**src/rtl/cpu_controller.sv**
```systemverilog
// Eight-phase sequencer for a simple accumulator CPU: decodes phase, opcode and the
// zero flag into datapath control strobes, and latches a halted state on HLT.
module cpu_controller (
  input  logic       clk,
  input  logic       rst_n,
  input  logic [2:0] opcode,
  input  logic       zero,
  output logic       sel,
  output logic       rd,
  output logic       ld_ir,
  output logic       inc_pc,
  output logic       ld_pc,
  output logic       ld_ac,
  output logic       wr,
  output logic       data_e,
  output logic       halt,
  output logic [2:0] phase
);

  typedef enum logic [2:0] {
    StInstAddr  = 3'd0,
    StInstFetch = 3'd1,
    StInstLoad  = 3'd2,
    StIdle      = 3'd3,
    StOpAddr    = 3'd4,
    StOpFetch   = 3'd5,
    StAluOp     = 3'd6,
    StStore     = 3'd7
  } phase_e;

  localparam logic [2:0] OpHlt = 3'b000;
  localparam logic [2:0] OpSkz = 3'b001;
  localparam logic [2:0] OpAdd = 3'b010;
  localparam logic [2:0] OpAnd = 3'b011;
  localparam logic [2:0] OpXor = 3'b100;
  localparam logic [2:0] OpLda = 3'b101;
  localparam logic [2:0] OpSto = 3'b110;
  localparam logic [2:0] OpJmp = 3'b111;

  phase_e phase_q, phase_d;
  logic   halted_q, halted_d;
  logic   alu_op;

  always_ff @(posedge clk) begin
    if (!rst_n) begin
      phase_q  <= StInstAddr;
      halted_q <= 1'b0;
    end else begin
      phase_q  <= phase_d;
      halted_q <= halted_d;
    end
  end

  // Once halted, phase freezes at OP_ADDR until reset.
  always_comb begin
    phase_d  = phase_e'(phase_q + 3'd1);
    halted_d = halted_q;
    if (halted_q) begin
      phase_d = phase_q;
    end else if (phase_q == StOpAddr && opcode == OpHlt) begin
      phase_d  = StOpAddr;
      halted_d = 1'b1;
    end
  end

  assign alu_op = (opcode == OpAdd) || (opcode == OpAnd) || (opcode == OpXor) ||
                  (opcode == OpLda);
  assign phase  = phase_q;

  always_comb begin
    sel    = 1'b0;
    rd     = 1'b0;
    ld_ir  = 1'b0;
    inc_pc = 1'b0;
    ld_pc  = 1'b0;
    ld_ac  = 1'b0;
    wr     = 1'b0;
    data_e = 1'b0;
    halt   = 1'b0;
    // Reset overrides everything so an aborted instruction emits no strobes.
    if (!rst_n) begin
      sel = 1'b1;
    end else if (halted_q) begin
      halt = 1'b1;
    end else begin
      unique case (phase_q)
        StInstAddr: begin
          sel = 1'b1;
        end
        StInstFetch: begin
          sel = 1'b1;
          rd  = 1'b1;
        end
        StInstLoad, StIdle: begin
          sel   = 1'b1;
          rd    = 1'b1;
          ld_ir = 1'b1;
        end
        StOpAddr: begin
          inc_pc = 1'b1;
          halt   = (opcode == OpHlt);
        end
        StOpFetch: begin
          rd = alu_op;
        end
        StAluOp: begin
          rd     = alu_op;
          inc_pc = (opcode == OpSkz) && zero;
          ld_pc  = (opcode == OpJmp);
          data_e = (opcode == OpSto);
        end
        StStore: begin
          rd     = alu_op;
          ld_ac  = alu_op;
          ld_pc  = (opcode == OpJmp);
          wr     = (opcode == OpSto);
          data_e = (opcode == OpSto);
        end
        default: ;
      endcase
    end
  end

endmodule

```
**config.mk**
```make
export PLATFORM = sky130hd
export DESIGN_NAME = cpu_controller
export DESIGN_NICKNAME = d
export VERILOG_FILES = /design/src/rtl/cpu_controller.sv
export SDC_FILE = /design/constraint.sdc
export NUM_CORES = 1
export LEC_CHECK = 0
export ABC_AREA = 1
export CORE_AREA = 2 2 39 41
export DETAILED_ROUTE_END_ITERATION = 16
export DIE_AREA = 0 0 41 43
export GPL_TIMING_DRIVEN = 1
export HOLD_SLACK_MARGIN = 0.02
export PLACE_DENSITY_LB_ADDON = 0.08
export SYNTH_ARGS = -nofsm -noshare
export SYNTH_HDL_FRONTEND = slang
export SYNTH_SLANG_ARGS = --single-unit
```
**constraint.sdc**
```tcl
create_clock -name clk -period 1.5 [get_ports clk]
set_clock_uncertainty 0.15 [all_clocks]
set_input_delay 0.15 -clock clk [delete_from_list [all_inputs] [get_ports clk]]
set_output_delay 0.15 -clock clk [all_outputs]
set_load 0.01 [all_outputs]
```
==> results.cfg <==
[timing]
setup-tns-final_ps = -312
fin_crit_ps = 1620
rsz0062_at_grt = true
relSlewSlack_pct = 82.9
fin_crit_sh_pct = 108
hold_viol_final = 0
fmax_mhz = 619
fin_ws_ps = -116
worst_pin_slew_ps = 255
setup_viol = 4
maxSlewViolCount = 0

[status]
violations = setup timing
status = finished with violations

[pwr]
p_leak_uw = 0.000362
power.density_nw_per_um2 = 610
irDropWorstVdd_mv = 0.366

[worst_setup_path]
ff2ff_setup_slack_ps = 110
end_kind = output pin
worstSetupEndpoint = inc_pc
crit_type = flip-flop to output pin
reg2reg_depth = 9
required_ps = 1200
startpoint_type = flip-flop
worstReg2RegEnd = phase[2]$_SDFFE_PN0N_
crit_start = phase[0]$_SDFFE_PN0N_
r2r_start = phase[0]$_SDFFE_PN0N_
crit_fanout = 4
arrival_ps = 1320

[logic_synthesis]
synth_warnings = 0
synthCells = 55
ys_seq_area_share_pct = 22.7
syn_area_sq_um = 353
synthesis.nets = 66
yosysUniqueCellTypes = 13
syn-mean-instance-area_sq_um = 6.42
ys_seq_elements = 4

[grt]
grt_overflow = 0
grt_pass1_vias = 444
grtUsageTotal_pct = 13.5
grt_max_degree = 6
antenna_found_initial = 0
grt_pass1_wl_um = 1680

[cts]
clock-sinks = 4
clock_latency_ps = 230
cts.path.max_buffers = 2
htreeDepth = 1
cts_hold_buf = 0
cts.clk_slew.worst_paths_ps = 40
numCtsBuffers = 3
cts_tree = yes
cts-root-buf = clkbuf_4

[final_layout]
utilization_pct = 55.2
area_growth_pct = 116
finalInstanceArea_sq_um = 763
fin_nets = 106
seqCellArea_sq_um = 91.3
layout_common_cells = buf_4, dlygate4sd2_1, buf_2
diodes = 0
fill_cells = 151
layout-drive-gt1-share_pct = 58.1
multi_input_area_sq_um = 317
final_common_cell = buf_4

[hold_path]
holdPathStages = 3
hold_class = input pin to flip-flop

[floorplan]
io_pins = 18
rows = 14
die-area_sq_um = 1760
die_x_um = 41
core_sq_um = 1380
initial_utilization_pct = 25.5
die_y_um = 43

[route]
wl_per_cell_um = 10.4
drt_pre_antenna_iters = 4
drc = 0
via_count = 470
wirelength_um = 1130
ant_nets = 0
drt_iter0_drc = 4
avgViaCountPerCell = 4.31

[place]
post_dp_cell_area_sq_um = 662
gp_congestion = 0.712
place_ws_ps = -485
portBuffers = 17
dpl.hpwl_um = 798

[job]
cap_violations = 0
-- synthesized netlist by cell type --
master   count  share of area, %
nor4_1       1               1.8
o21ai_0      3               4.3
nand2_1      8               8.5
dfxtp_1      4                23
inv_1       10                11
nand3_1      3               4.3
a21oi_1      7               9.9
nor2_2       1               1.8
nand2_2      3               5.3
nor3_1       3               4.3
ha_1         5                18
o21ai_2      1               2.5
nor2_1       6               6.4
-- stage by stage --
step | hold slack (ps) | cells | power [uW]
final | 180 | 109 | 466
after global routing | 191 | 109 | 497
after CTS | 170 | 108 | 448
after detailed placement | 451 | 103 | 306
after global placement | 462 | 103 | 308
after floorplan | 138 | 55 | 195
-- power by group --
group	leakage, uW	internal (uW)	switching (uW)	total (uW)
logic	0.000314	111	93.3	204
registers	0.0000348	118	18.0	136
clock network	0.0000138	89.0	36.8	126
-- cells by family after synthesis --
| family | count (synthesis) | synth area share [%] |
|---|---|---|
| simple gates | 25 | 32.3 |
| compound gates | 11 | 16.7 |
| buf+inv | 10 | 10.6 |
| fa+ha+maj | 5 | 17.7 |
| flops | 4 | 22.7 |
-- worst max-delay path, stage by stage, from the launching register on --
cell	delay, ps
dfxtp_4	360
inv_4	70
buf_6	90
ha_4	110
nand2_2	50
nor2_1	100
nand2_1	70
a21oi_2	110
buf_2	130
-- repair_timing --
item                       CTS  global route
setup endpoints to repair   12             5
resized for setup           57            12
pin swaps                    5             4
buffers inserted             2             1
-- cell type report --
| type | count | share of cell area [%] |
|---|---|---|
| sequential | 4 | 12.0 |
| inverter | 10 | 5.57 |
| timing repair buffer | 35 | 35.4 |
| multi-input combinational | 41 | 41.5 |
| tap | 16 | 2.62 |
| clock buffer | 3 | 2.95 |
-- registers in the layout (all words and copies together) (netlist names) --
register / cells
phase: 3
halted_q: 1
-- worst min-delay path by stage --
stage,startpoint,end,slack (ps)
final,rst_n,phase[0]$_SDFFE_PN0N_,180
after global routing,rst_n,phase[0]$_SDFFE_PN0N_,190
after CTS,rst_n,phase[0]$_SDFFE_PN0N_,170
after detailed placement,halted_q$_SDFF_PN0_,phase[1]$_SDFFE_PN0N_,450
after global placement,halted_q$_SDFF_PN0_,phase[1]$_SDFFE_PN0N_,460
after floorplan,rst_n,phase[0]$_SDFFE_PN0N_,140
-- metal layers --
layer	GRT usage [%]	part of all wire [%]	vias up
li1	-	-	256
met1	13.8	41	202
met2	24.1	54	12
met3	3.14	5.1	0
met4	6.00	0	0
met5	0	0	-
No activity file was read; power rests on OpenSTA's default activity.
